**config.mk**
```make
export PLATFORM = sky130hd
export DESIGN_NAME = uart_tx_arbiter_flat
export DESIGN_NICKNAME = d
export VERILOG_FILES = /design/src/rtl/uart_pkg.sv /design/src/rtl/uart_tx_arbiter_if.sv /design/src/rtl/uart_baud_gen.sv /design/src/rtl/uart_tx_arbiter.sv /design/src/flat_wrapper.sv
export SDC_FILE = /design/constraint.sdc
export NUM_CORES = 1
export LEC_CHECK = 0
export ABC_AREA = 1
export CORE_MARGIN = 2
export CORE_UTILIZATION = 25
export DETAILED_ROUTE_END_ITERATION = 7
export GPL_ROUTABILITY_DRIVEN = 0
export PLACE_DENSITY = 0.57
export SLEW_MARGIN = 20
export SYNTH_ARGS = -nofsm -noshare
export SYNTH_HDL_FRONTEND = slang
export SYNTH_SLANG_ARGS = --single-unit
```
**constraint.sdc**
```tcl
create_clock -name clk -period 4.2 [get_ports clk]
set_input_delay 0.84 -clock clk [delete_from_list [all_inputs] [get_ports clk]]
set_output_delay 0.84 -clock clk [all_outputs]
set_load 0.01 [all_outputs]
```
**src/rtl/uart_pkg.sv**
```systemverilog
// Shared UART definitions: arbiter FSM states and the default bit-rate divider.
// Latency: none, declarations only.
// Backpressure: none, declarations only.
package uart_pkg;

    localparam int BAUD_DIV_DEFAULT = 434;

    typedef enum logic [1:0] {
        IDLE      = 2'd0,
        ISSUE     = 2'd1,
        WAIT_BUSY = 2'd2,
        WAIT_DONE = 2'd3
    } arb_state_e;

endpackage

```
**src/rtl/uart_tx_arbiter_if.sv**
```systemverilog
// Request/transmitter bundle between byte sources, the arbiter and the UART transmitter.
// Latency: none, wiring only. req_lock exists only when UART_ARB_LOCK_EN is defined.
// Backpressure: a source holds req until its gnt pulse; tx_busy stalls new grants.
interface uart_tx_arbiter_if #(
    parameter int NUM_REQ = 4
);
    localparam int ID_W = $clog2(NUM_REQ);

    logic [NUM_REQ-1:0]   req;
    logic [8*NUM_REQ-1:0] req_data;
`ifdef UART_ARB_LOCK_EN
    logic [NUM_REQ-1:0]   req_lock;
`endif
    logic [NUM_REQ-1:0]   gnt;
    logic [ID_W-1:0]      src_id;
    logic                 tx_wr_en;
    logic [7:0]           tx_data;
    logic                 tx_busy;
    logic                 baud_en;
    logic                 arb_active;
    logic                 err_timeout;

    modport master (
        input  req, req_data, tx_busy,
`ifdef UART_ARB_LOCK_EN
        input  req_lock,
`endif
        output gnt, src_id, tx_wr_en, tx_data, baud_en, arb_active, err_timeout
    );

    modport slave (
        output req, req_data, tx_busy,
`ifdef UART_ARB_LOCK_EN
        output req_lock,
`endif
        input  gnt, src_id, tx_wr_en, tx_data, baud_en, arb_active, err_timeout
    );

endinterface

```
**src/rtl/uart_baud_gen.sv**
```systemverilog
// Free-running bit-rate tick generator, shared by the UART transmit and receive paths.
// Latency: baud_en_o pulses for one cycle after the counter reaches BAUD_DIV-1.
// Backpressure: none, never stalls.
module uart_baud_gen
    import uart_pkg::*;
#(
    parameter int BAUD_DIV = BAUD_DIV_DEFAULT
) (
    input  logic clk,
    input  logic rst,
    output logic baud_en_o
);

    localparam int CW = $clog2(BAUD_DIV);
    localparam logic [CW-1:0] LAST = CW'(BAUD_DIV - 1);

    logic [CW-1:0] cnt_q, cnt_d;
    logic          baud_en_q, baud_en_d;

    always_comb begin
        cnt_d     = (cnt_q == LAST) ? '0 : cnt_q + 1'b1;
        baud_en_d = (cnt_q == LAST);
    end

    always_ff @(posedge clk) begin
        if (rst) begin
            cnt_q     <= '0;
            baud_en_q <= 1'b0;
        end else begin
            cnt_q     <= cnt_d;
            baud_en_q <= baud_en_d;
        end
    end

    assign baud_en_o = baud_en_q;

endmodule

```
**src/rtl/uart_tx_arbiter.sv**
```systemverilog
// Round-robin sharing of one UART transmitter among NUM_REQ sources; UART_ARB_LOCK_EN adds owner lock.
// Latency: req sampled at edge N gives gnt/tx_wr_en in cycle N+1; all outputs registered.
// Backpressure: one byte in flight; next grant only after tx_busy falls or the busy-rise timeout.
module uart_tx_arbiter
    import uart_pkg::*;
#(
    parameter int NUM_REQ      = 4,
    parameter int BAUD_DIV     = BAUD_DIV_DEFAULT,
    parameter int BUSY_TIMEOUT = 4
) (
    input  logic              clk,
    input  logic              rst,
    uart_tx_arbiter_if.master bus
);

    localparam int ID_W = $clog2(NUM_REQ);
    localparam int TW   = $clog2(BUSY_TIMEOUT + 1);
    localparam logic [TW-1:0] TO_LAST = TW'(BUSY_TIMEOUT - 1);

    arb_state_e         state_q, state_d;
    logic [ID_W-1:0]    ptr_q, ptr_d;
    logic [ID_W-1:0]    src_id_q, src_id_d;
    logic [NUM_REQ-1:0] gnt_q, gnt_d;
    logic               tx_wr_en_q, tx_wr_en_d;
    logic [7:0]         tx_data_q, tx_data_d;
    logic               err_q, err_d;
    logic               act_q, act_d;
    logic [TW-1:0]      to_cnt_q, to_cnt_d;
`ifdef UART_ARB_LOCK_EN
    logic               own_vld_q, own_vld_d;
`endif

    logic [ID_W-1:0] cand;
    logic [ID_W-1:0] rr_idx;
    logic            rr_found;
    logic [ID_W-1:0] win_idx;
    logic            win_vld;
    logic            win_lock;

    uart_baud_gen #(
        .BAUD_DIV (BAUD_DIV)
    ) u_baud (
        .clk       (clk),
        .rst       (rst),
        .baud_en_o (bus.baud_en)
    );

    // Search upward from ptr; a locked owner pre-empts the search and keeps ptr.
    always_comb begin
        cand     = '0;
        rr_idx   = '0;
        rr_found = 1'b0;
        for (int i = 0; i < NUM_REQ; i++) begin
            cand = ID_W'((int'(ptr_q) + i) % NUM_REQ);
            if (!rr_found && bus.req[cand]) begin
                rr_found = 1'b1;
                rr_idx   = cand;
            end
        end
        win_lock = 1'b0;
`ifdef UART_ARB_LOCK_EN
        win_lock = own_vld_q && bus.req_lock[src_id_q] && bus.req[src_id_q];
`endif
        win_vld = (rr_found || win_lock) && !bus.tx_busy;
        win_idx = win_lock ? src_id_q : rr_idx;
    end

    always_ff @(posedge clk) begin
        if (rst) begin
            state_q    <= IDLE;
            ptr_q      <= '0;
            src_id_q   <= '0;
            gnt_q      <= '0;
            tx_wr_en_q <= 1'b0;
            tx_data_q  <= '0;
            err_q      <= 1'b0;
            act_q      <= 1'b0;
            to_cnt_q   <= '0;
`ifdef UART_ARB_LOCK_EN
            own_vld_q  <= 1'b0;
`endif
        end else begin
            state_q    <= state_d;
            ptr_q      <= ptr_d;
            src_id_q   <= src_id_d;
            gnt_q      <= gnt_d;
            tx_wr_en_q <= tx_wr_en_d;
            tx_data_q  <= tx_data_d;
            err_q      <= err_d;
            act_q      <= act_d;
            to_cnt_q   <= to_cnt_d;
`ifdef UART_ARB_LOCK_EN
            own_vld_q  <= own_vld_d;
`endif
        end
    end

    always_comb begin
        state_d = state_q;
        unique case (state_q)
            IDLE:      if (win_vld) state_d = ISSUE;
            ISSUE:     state_d = WAIT_BUSY;
            WAIT_BUSY: begin
                if (bus.tx_busy)              state_d = WAIT_DONE;
                else if (to_cnt_q == TO_LAST) state_d = IDLE;
            end
            WAIT_DONE: if (!bus.tx_busy) state_d = IDLE;
            default:   state_d = IDLE;
        endcase
    end

    always_comb begin
        gnt_d      = '0;
        tx_wr_en_d = 1'b0;
        err_d      = 1'b0;
        tx_data_d  = tx_data_q;
        src_id_d   = src_id_q;
        ptr_d      = ptr_q;
        to_cnt_d   = to_cnt_q;
`ifdef UART_ARB_LOCK_EN
        own_vld_d  = own_vld_q;
`endif
        unique case (state_q)
            IDLE: begin
                if (win_vld) begin
                    gnt_d[win_idx] = 1'b1;
                    tx_wr_en_d     = 1'b1;
                    tx_data_d      = bus.req_data[{win_idx, 3'b000} +: 8];
                    src_id_d       = win_idx;
                    if (!win_lock) ptr_d = ID_W'((int'(win_idx) + 1) % NUM_REQ);
`ifdef UART_ARB_LOCK_EN
                    own_vld_d      = 1'b1;
`endif
                end
            end
            ISSUE: to_cnt_d = '0;
            WAIT_BUSY: begin
                // A transmitter that never goes busy drops the byte rather than wedging the port.
                if (!bus.tx_busy) begin
                    to_cnt_d = to_cnt_q + 1'b1;
                    if (to_cnt_q == TO_LAST) err_d = 1'b1;
                end
            end
            default: ;
        endcase
        act_d = (state_d != IDLE);
    end

    assign bus.gnt         = gnt_q;
    assign bus.src_id      = src_id_q;
    assign bus.tx_wr_en    = tx_wr_en_q;
    assign bus.tx_data     = tx_data_q;
    assign bus.arb_active  = act_q;
    assign bus.err_timeout = err_q;

endmodule
```
**src/flat_wrapper.sv**
```systemverilog
// flat-port wrapper written by rule: the top's interface ports become plain ports
module uart_tx_arbiter_flat import uart_pkg::*;
#(
    parameter int NUM_REQ      = 4,
    parameter int BAUD_DIV     = BAUD_DIV_DEFAULT,
    parameter int BUSY_TIMEOUT = 4
)
  (clk, rst, bus_req, bus_req_data, bus_tx_busy, bus_gnt, bus_src_id, bus_tx_wr_en, bus_tx_data, bus_baud_en, bus_arb_active, bus_err_timeout);
  uart_tx_arbiter_if #(.NUM_REQ(NUM_REQ)) bus_i ();
  input  logic clk;
  input  logic rst;
  input wire logic [$bits(bus_i.req)-1:0] bus_req;
  input wire logic [$bits(bus_i.req_data)-1:0] bus_req_data;
  input wire logic [$bits(bus_i.tx_busy)-1:0] bus_tx_busy;
  output wire logic [$bits(bus_i.gnt)-1:0] bus_gnt;
  output wire logic [$bits(bus_i.src_id)-1:0] bus_src_id;
  output wire logic [$bits(bus_i.tx_wr_en)-1:0] bus_tx_wr_en;
  output wire logic [$bits(bus_i.tx_data)-1:0] bus_tx_data;
  output wire logic [$bits(bus_i.baud_en)-1:0] bus_baud_en;
  output wire logic [$bits(bus_i.arb_active)-1:0] bus_arb_active;
  output wire logic [$bits(bus_i.err_timeout)-1:0] bus_err_timeout;
  assign bus_i.req = bus_req;
  assign bus_i.req_data = bus_req_data;
  assign bus_i.tx_busy = bus_tx_busy;
  assign bus_gnt = bus_i.gnt;
  assign bus_src_id = bus_i.src_id;
  assign bus_tx_wr_en = bus_i.tx_wr_en;
  assign bus_tx_data = bus_i.tx_data;
  assign bus_baud_en = bus_i.baud_en;
  assign bus_arb_active = bus_i.arb_active;
  assign bus_err_timeout = bus_i.err_timeout;
  uart_tx_arbiter #(.NUM_REQ(NUM_REQ), .BAUD_DIV(BAUD_DIV), .BUSY_TIMEOUT(BUSY_TIMEOUT)) u_core (.clk(clk), .rst(rst), .bus(bus_i));
endmodule
```
After elaboration in Yosys (flattened, before gate mapping)
Index checks and enable logic that the tools add are counted.
Widths: inputs -> output; s select.
{ "totals": {"out_inout_bits": 18, "regBits": 34, "input_bits": 39, "wordCells": 78} }
{ "classes": {"n_eq_ne": 6, "addsub": 6, "reduce_logical": 18, "n_lt_le_gt_ge": 6, "bitwise_logic": 3, "muxes": 27, "shift": 1} }
{ "op_table": {"columns": ["op", "count"], "rows": [
  ["$shiftx 32x6->8", 1],
  ["$mux 2", 8],
  ["$lt 2x3->1 const B", 5],
  ["$mux 1", 11],
  ["$add 9x1->9 const B", 1],
  ["$eq 9x9->1 const B", 1],
  ["$bmux 1 s2", 4],
  ["$pmux 2 s4", 1],
  ["$pmux 3 s2", 1],
  ["$reduce_or 3->1", 2],
  ["$logic_and 1x1->1", 5],
  ["$add 2x1->2 const B", 2],
  ["$add 2x2->2 const B", 2],
  ["$eq 2x2->1 const B", 2],
  ["$logic_not 1->1", 4],
  ["$reduce_and 2->1", 2],
  ["$reduce_bool 2->1", 2],
  ["$reduce_or 2->1", 2],
  ["$add 3x1->3 const B", 1],
  ["$eq 3x2->1 const B", 1],
  ["$mux 3", 1],
  ["$not 1->1", 3],
  ["$demux 1 s2", 1],
  ["$eq 2x1->1 const B", 1],
  ["other kinds (3)", 3]
]} }

Longest topological paths before layout
Gate-level depths: netlist (run 1).
{ "depth": {"ltp_word": 16, "ltp_mapped": 15, "ltp_nobuf": 15} }

Cells and area by module
Synthesis (run 1) repeated with hierarchy kept, for this count alone.
{ "unflattened": {"hier_cells": 337, "area_unflattened_um2": 2302.2} }
{ "modules_own_cells": {"columns": ["module", "n_inst", "seq_area_each_um2", "cells_per_inst", "area_per_inst_um2"], "rows": [
  ["uart_tx_arbiter", 1, 480.5, 272, 1813.0],
  ["uart_baud_gen", 1, 200.2, 65, 489.2]
]} }

Least setup slack after synthesis (run 1)
No wires, ideal clock.
{ "synth_path": {"kind": "input to register", "startpoint": "in bus_req[3]", "endpoint": "reg u_core.ptr_q[1]", "arrival_time_ns": 2.159, "setup_slack_ns": 1.922, "n_path_buf": 1, "setup_ns": 0.119, "path_stages": 12, "required_time_ns": 4.081, "cell_sequence": "inv_1 nand2_2 nand3_2 nand2_4 nor2_8 nand3_4 nand3_4 inv_4 buf_6 ha_1 o21ai_0 a21oi_1"} }
{ "synth_between": {"elab_cells_between_ends": 25, "cone_classes": "1 x add/sub; 16 x mux; 8 x reduce/logical"} }
{ "synth_lines": {"columns": ["element", "line", "rtl"], "rows": [
  ["start: declaration", "flat_wrapper.sv:12", "input wire logic [$bits(bus_i.req)-1:0] bus_req;"],
  ["$bmux 1 s2", "uart_tx_arbiter.sv:55", "if (!rr_found && bus.req[cand]) begin"],
  ["$mux 1 (implied by the code)", "uart_tx_arbiter.sv:55", null],
  ["$mux 1", "uart_tx_arbiter.sv:55", null],
  ["$logic_not 1->1", "uart_tx_arbiter.sv:55", null],
  ["$logic_and 1x1->1", "uart_tx_arbiter.sv:55", null],
  ["$mux 1", "uart_tx_arbiter.sv:55", null],
  ["$logic_not 1->1", "uart_tx_arbiter.sv:55", null],
  ["$logic_and 1x1->1", "uart_tx_arbiter.sv:55", null],
  ["$mux 1", "uart_tx_arbiter.sv:55", null],
  ["$logic_not 1->1", "uart_tx_arbiter.sv:55", null],
  ["$logic_and 1x1->1", "uart_tx_arbiter.sv:55", null],
  ["$mux 2 (*)", "uart_tx_arbiter.sv:55", null],
  ["net u_core.rr_idx[0]", "uart_tx_arbiter.sv:34", "logic [ID_W-1:0] rr_idx;"],
  ["$add 2x1->2 (*)", "uart_tx_arbiter.sv:130", "if (!win_lock) ptr_d = ID_W'((int'(win_idx) + 1) % NUM_REQ);"],
  ["end signal: assignment", "uart_tx_arbiter.sv:84", "ptr_q <= ptr_d;"],
  ["end: declaration", "uart_tx_arbiter.sv:21", "logic [ID_W-1:0] ptr_q, ptr_d;"]
]} }
Mark *: on every way through the listed nets, which the timed path passes. The rest lies on a longest branch. The select of a mux whose other input is x is not followed.
A chain may end at the register's enable or synchronous reset.

Final worst setup path (run 1)
{ "layout_path": {"startpoint": "in bus_req[3]", "endpoint": "reg u_core.ptr_q[1]"} }
{ "layout_between": {"elab_chain_cells": 14, "elab_cells_between_ends": 25, "cone_classes": "1 x add/sub; 16 x mux; 8 x reduce/logical"} }
{ "layout_lines": {"columns": ["element"], "rows": [
  ["branches (longest 14 deep; another with $bmux 1 s2)"]
]} }
Several ways; the timed one is not identified. The select of a mux whose other input is x is not followed.

==> flow_metrics.tcl, run 1 <==
set metrics [dict create \
    path_max_fanout 20 \
    cts_hold_buf 0 \
    clockBufferDepth 2 \
    setup_violations 0 \
    cpMostUsedCell "nand2_1" \
    max_freq_mhz 378.8 \
    drive_above_1_share_pct 10.17 \
    r2r_cells 13 \
    cts-root-buf "clkbuf_8" \
    die_area_um2 8677 \
    antenna_found_initial 0 \
    relSlewSlack_pct 68.74 \
    viasPerCell 4.164 \
    avgSynthCellArea_um2 6.690 \
    synth_top_area_share_pct 34.26 \
    die_w_um 93.15 \
    yosysTopAreaCell "dfxtp_1" \
    ir_worst_vdd_uv 215.7 \
    rows 32 \
    io_pins 57 \
    critPathArrivalTime_ps 2810 \
    yosysUniqueCellTypes 29 \
    grt_overflow 0 \
    timing_worst_setup_path_type "in2reg" \
    firstDrtPassIters 4 \
    required_ps 4370 \
    status "finished, final reports clean" \
    hold_viol_final 0 \
    ys_warn_count 0 \
    drt-initial-drc-count 49 \
    hold_path_depth 2 \
    cp-end-kind "flip-flop" \
    post-route-drc-count 0 \
    die_h_um 93.15 \
    start_util_pct 25.71 \
    syn-instance-count 297 \
    dr_total_vias 1899 \
    tns_ps 0 \
    critPathMaxStageDelay_ps 480 \
    worstMarginPinSlew_ps 468.4 \
    routed_wl_mm 4.653 \
    drt.antenna.violating_nets 0 \
    worst_slack_ps 1560 \
    track_usage_pct 11.42 \
    io_buffers 56 \
    cp_cell_sequence "clkdlybuf4s50_1 -> inv_1 -> nand2_1 -> nand2_1 -> nand2_1 -> nand2_1 -> nand2_2 -> nand2_1 -> nand2_2 -> nand3_4 -> inv_4 -> ha_1 -> o21ai_0 -> a21oi_1" \
    cpMaxStageDelayCell "clkdlybuf4s50_1" \
    final.setup_skew_ps 3.810 \
    post-cts-setup-buffers 0 \
    powerDensity_nw_per_um2 644.3 \
    grt_max_degree 21 \
    maxSlewViolCount 0 \
    rsz0062_at_grt "false" \
    cts_resized 0 \
    layout_min_cycle_time_ps 2640 \
    clkLatencyLatePin_ps 280 \
    utilization_pct 35.02 \
    area_growth_pct 36.21 \
    grt_pass1_vias 1854 \
    drv_cap 0 \
    cts_sinks 34 \
    grt_first_pass_wirelength_mm 7.976 \
    syn-num-nets 344 \
    tritoncts "yes" \
    fin_nets 401 \
    ys_ff_latch 34 \
    synth_area_leaders "dfxtp_1, nand2_1, inv_1" \
    insertedDiodeCount 0 \
    coreArea_um2 7727 \
    wl_per_cell_um 10.20 \
    dp_hpwl_mm 3.607 \
    hold_class "reg2reg" \
    htreeDepth 2 \
    leakage_nw 1.251 \
    clk_pin_slew_ps 70 \
    dp_slack_ps 1264 \
    numCtsBuffers 5 \
    seq_area_frac_synth_pct 34.26 \
    fin_crit_sh_pct 62.85 \
    syn-cell-area_um2 1987 \
    critPathLaunchType "input pin" \
]
## per-stage QoR
stage          hold WS (ps)  instances  power [mW]  area (um^2)
2_1_floorplan         429.2        297       1.274         1987
3_3_place_gp          445.8        449       1.518         2630
3_5_place_dp          456.6        449       1.534         2630
4_1_cts               466.8        456       1.768         2706
5_1_grt               487.6        456       1.930         2706
6_report              461.4        456       1.744         2706
## registers in the layout (all words and copies together), names as in the netlist
register	flops
u_core.bus.err_timeout	1
u_core.to_cnt_q	3
u_core.ptr_q	2
u_core.bus.tx_data	8
u_core.u_baud.baud_en_o	1
u_core.bus.tx_wr_en	1
u_core.bus.gnt	4
u_core.state_q	2
u_core.bus.src_id	2
u_core.u_baud.cnt_q	9
u_core.bus.arb_active	1
## worst max-delay path: cells and delay by family
family          cells  cell delay, ps
compound gates      2             220
fa+ha+maj           1             250
buf+inv             3             750
simple gates        8             740
## final timing paths
path / start / to / slack (ps)
worst max-delay path: bus_req[3] / u_core.ptr_q[1] / 1560
worst min-delay path: u_core.to_cnt_q[2] / u_core.to_cnt_q[2] / 460
worst max register to register: u_core.ptr_q[0] / u_core.ptr_q[1] / 1770
worst min register to register: u_core.to_cnt_q[2] / u_core.to_cnt_q[2] / 460
## synthesized netlist by cell type
library cell / instances
nand3b_1: 1
buf_6: 2
dfxtp_1: 34
ha_1: 8
nor4_1: 1
xor2_1: 1
clkbuf_1: 2
inv_1: 31
nor2_8: 1
o211a_1: 1
nand3_4: 2
nand3_1: 8
nand4_1: 7
nand2_4: 5
inv_4: 2
a31oi_1: 1
a21oi_1: 10
o21ai_0: 9
nand2_1: 109
nand3_2: 3
nor3_1: 2
buf_4: 2
or2_2: 1
o21ai_1: 3
o21a_1: 1
nor3b_1: 2
inv_2: 5
nor2_1: 31
nand2_2: 12
## cell families (layout without fill, tap and decap cells)
family                   after synthesis  in the layout  share of synthesized area, %
adder cells (fa/ha/maj)                8              8                         5.038
flip-flops                            34             34                         34.26
AND/OR/NAND/NOR                      185            185                         43.83
buffers and inverters                 44            101                         9.697
AO/OA/AOI/OAI                         25             25                         6.738
XOR/XNOR                               1              1                        0.4409
## area by class of cell
cell class | count | area [um^2]
Fill cell | 818 | 5021
Sequential cell | 34 | 680.7
Inverter | 38 | 147.6
Timing Repair Buffer | 56 | 560.5
Tap cell | 102 | 127.6
Multi-Input combinational cell | 219 | 1114
Clock buffer | 7 | 76.32
## placed cells by master, fill, tap and decap left out
cell,count
nor4_1,1
nor3_1,2
nor2_1,31
nand2_4,5
inv_2,5
a21oi_1,10
inv_4,2
clkbuf_1,2
clkbuf_8,5
nand3_1,8
xor2_1,1
ha_1,8
nand2_2,12
nand3_2,3
nand4_1,7
o211a_1,1
nand3b_1,1
o21ai_0,9
o21a_1,1
or2_2,1
dfxtp_1,34
nand3_4,2
clkdlybuf4s50_1,56
nand2_1,109
inv_1,31
a31oi_1,1
nor3b_1,2
nor2_8,1
o21ai_1,3
## metal layers
metal	track usage [%]	part of all wire, %	up-vias
met5	0	0	-
met4	3.676	1.4	0
met3	2.981	6.7	5
met2	18.30	44	51
met1	14.97	48	806
li1	-	-	1037
## power breakdown
group | total (mW) | internal [mW] | switching [mW]
clock network | 0.226 | 0.114 | 0.112
logic | 1.05 | 0.399 | 0.653
registers | 0.465 | 0.402 | 0.0625
No activity file was read; power rests on OpenSTA's default activity.
==> run 2: changes to the inputs <==
Settings changed: PLACE_DENSITY 0.57 to 0.59.
Clock period 4.2 ns to 2.26 ns, I/O delays scaled along.
==> run 2 against run 1 <==
Effect of this change: combinational power up 120%; sequential power increased by 80%; count of clock-buffer cells in the layout is the same; hold slack worse by 2.2 ps; sequential share of layout area down 1.1 points; non-clock buffer count is 13 higher; highest routed layer unchanged; final cell count up 3.1%; routed wire length decreased by 0.82%; power grew 110%; critical path type unchanged.
==> flow_metrics.tcl, run 2 (synthesis gave the netlist of run 1 again) <==
set metrics [dict create \
    grt_pass1_vias 1890 \
    cts-root-buf "clkbuf_8" \
    track_usage_pct 11.74 \
    ir_worst_vdd_uv 500.1 \
    firstDrtPassIters 4 \
    drv_cap 0 \
    fin_crit_sh_pct 86.85 \
    tritoncts "yes" \
    hold_class "reg2reg" \
    die_w_um 93.15 \
    insertedDiodeCount 0 \
    final_common_cell "nand2_1" \
    path_max_fanout 4 \
    dr_total_vias 1918 \
    antenna_found_initial 0 \
    cts_sinks 34 \
    cts_hold_buf 0 \
    switching_share_pct 44.68 \
    critPathArrivalTime_ps 2130 \
    layout_min_cycle_time_ps 1963 \
    numCtsBuffers 5 \
    post-route-drc-count 0 \
    seq_power_share_pct 23.2 \
    fin_area_um2 2831 \
    htreeDepth 2 \
    die_area_um2 8677 \
    largest-register "u_core.u_baud.cnt_q" \
    post-cts-setup-buffers 0 \
    die_h_um 93.15 \
    wl_per_cell_um 9.819 \
    maxSlewViolCount 0 \
    hold_viol_final 0 \
    grt_max_degree 14 \
    cp-end-kind "flip-flop" \
    drt.antenna.violating_nets 0 \
    relSlewSlack_pct 76.58 \
    dp.cells 462 \
    viasPerCell 4.081 \
    required_ps 2430 \
    hold_slack_ps 459.2 \
    rows 32 \
    powerDensity_nw_per_um2 1269 \
    p_clk_share_pct 12.8 \
    p_total_mw 3.593 \
    final.setup_skew_ps 5.508 \
    drive_above_1_share_pct 13.86 \
    fin_cells 470 \
    p_int_mw 1.988 \
    power.switching_mw 1.605 \
    leakage_nw 1.327 \
    drt-initial-drc-count 86 \
    worstMarginPinSlew_ps 348.7 \
    max_freq_mhz 509.5 \
    fin_nets 414 \
    status "finished, final reports clean" \
    place_area_um2 2740 \
    routed_wl_mm 4.615 \
    largest_reg_flops 9 \
    combinationalPowerShare_pct 64.0 \
    clkLatencyLatePin_ps 280 \
    timing_worst_setup_path_type "in2reg" \
    io_buffers 56 \
    area_growth_pct 42.51 \
    dp_hpwl_mm 3.751 \
    cts_resized 0 \
    critPathLaunchType "input pin" \
    setup_violations 0 \
    rsz0062_at_grt "false" \
    grt_first_pass_wirelength_mm 8.231 \
    grt_overflow 0 \
    start_util_pct 25.71 \
    clockBufferDepth 2 \
    coreArea_um2 7727 \
    layout_common_cells "nand2_1, clkdlybuf4s50_1, dfxtp_1, inv_1, nor2_1" \
    io_pins 57 \
    clk_pin_slew_ps 70 \
]
## run 2: cell types whose count changed in the layout (fill, tap and decap cells not counted), sizes merged
cell | previous run | this run
buf | 0 | 13
clkinv | 0 | 1
## run 2: metal layers
metal | global-route usage [%] | share of wire [%] | vias up
li1 | - | - | 1061
met1 | 14.87 | 48 | 808
met2 | 19.50 | 45 | 42
met3 | 3.546 | 6.0 | 7
met4 | 2.941 | 1.0 | 0
met5 | 0 | 0 | -
## run 2: final cells by class
type / count / area, um^2
Clock buffer: 7 / 86.33
Clock inverter: 1 / 5.005
Fill cell: 820 / 4896
Inverter: 38 / 147.6
Multi-Input combinational cell: 219 / 1114
Sequential cell: 34 / 680.7
Tap cell: 102 / 127.6
Timing Repair Buffer: 69 / 670.6
## run 2: path summary, 6_finish.rpt
kind / from / end / slack [ps] / cells past startpoint
max: bus_req[2] / u_core.ptr_q[1] / 300 / 13
max reg2reg: u_core.ptr_q[1] / u_core.ptr_q[1] / 420 / 12
min: u_core.to_cnt_q[0] / u_core.to_cnt_q[0] / 460 / 1
min reg2reg: u_core.to_cnt_q[0] / u_core.to_cnt_q[0] / 460 / 1
## run 2: critical path: stages
cell	delay, ps
clkdlybuf4s50_1	470
inv_1	50
nand2_1	90
nand3_1	90
nand2_1	110
inv_1	100
nand3_1	90
nand3_1	80
nand2_2	80
inv_2	50
ha_1	260
o21ai_0	160
a21oi_1	50
## run 2: power by group through the flow
stage	registers, mW	clock network, mW	logic [mW]
finish	0.835	0.459	2.30
global route	0.854	0.505	2.63
CTS	0.839	0.475	2.34
detailed placement	0.851	0	2.33
global placement	0.849	0	2.30
floorplan	0.888	0	1.48
## run 2: per-stage QoR
step           utilization (%)  setup TNS (ps)  setup slack, ps
4_1_cts                  36.64               0            300.1
5_1_grt                  36.64               0            109.3
3_5_place_dp             35.46          -2.687           -2.687
3_3_place_gp             35.46               0            30.82
6_report                 36.64               0            297.2
2_1_floorplan                -               0            370.0
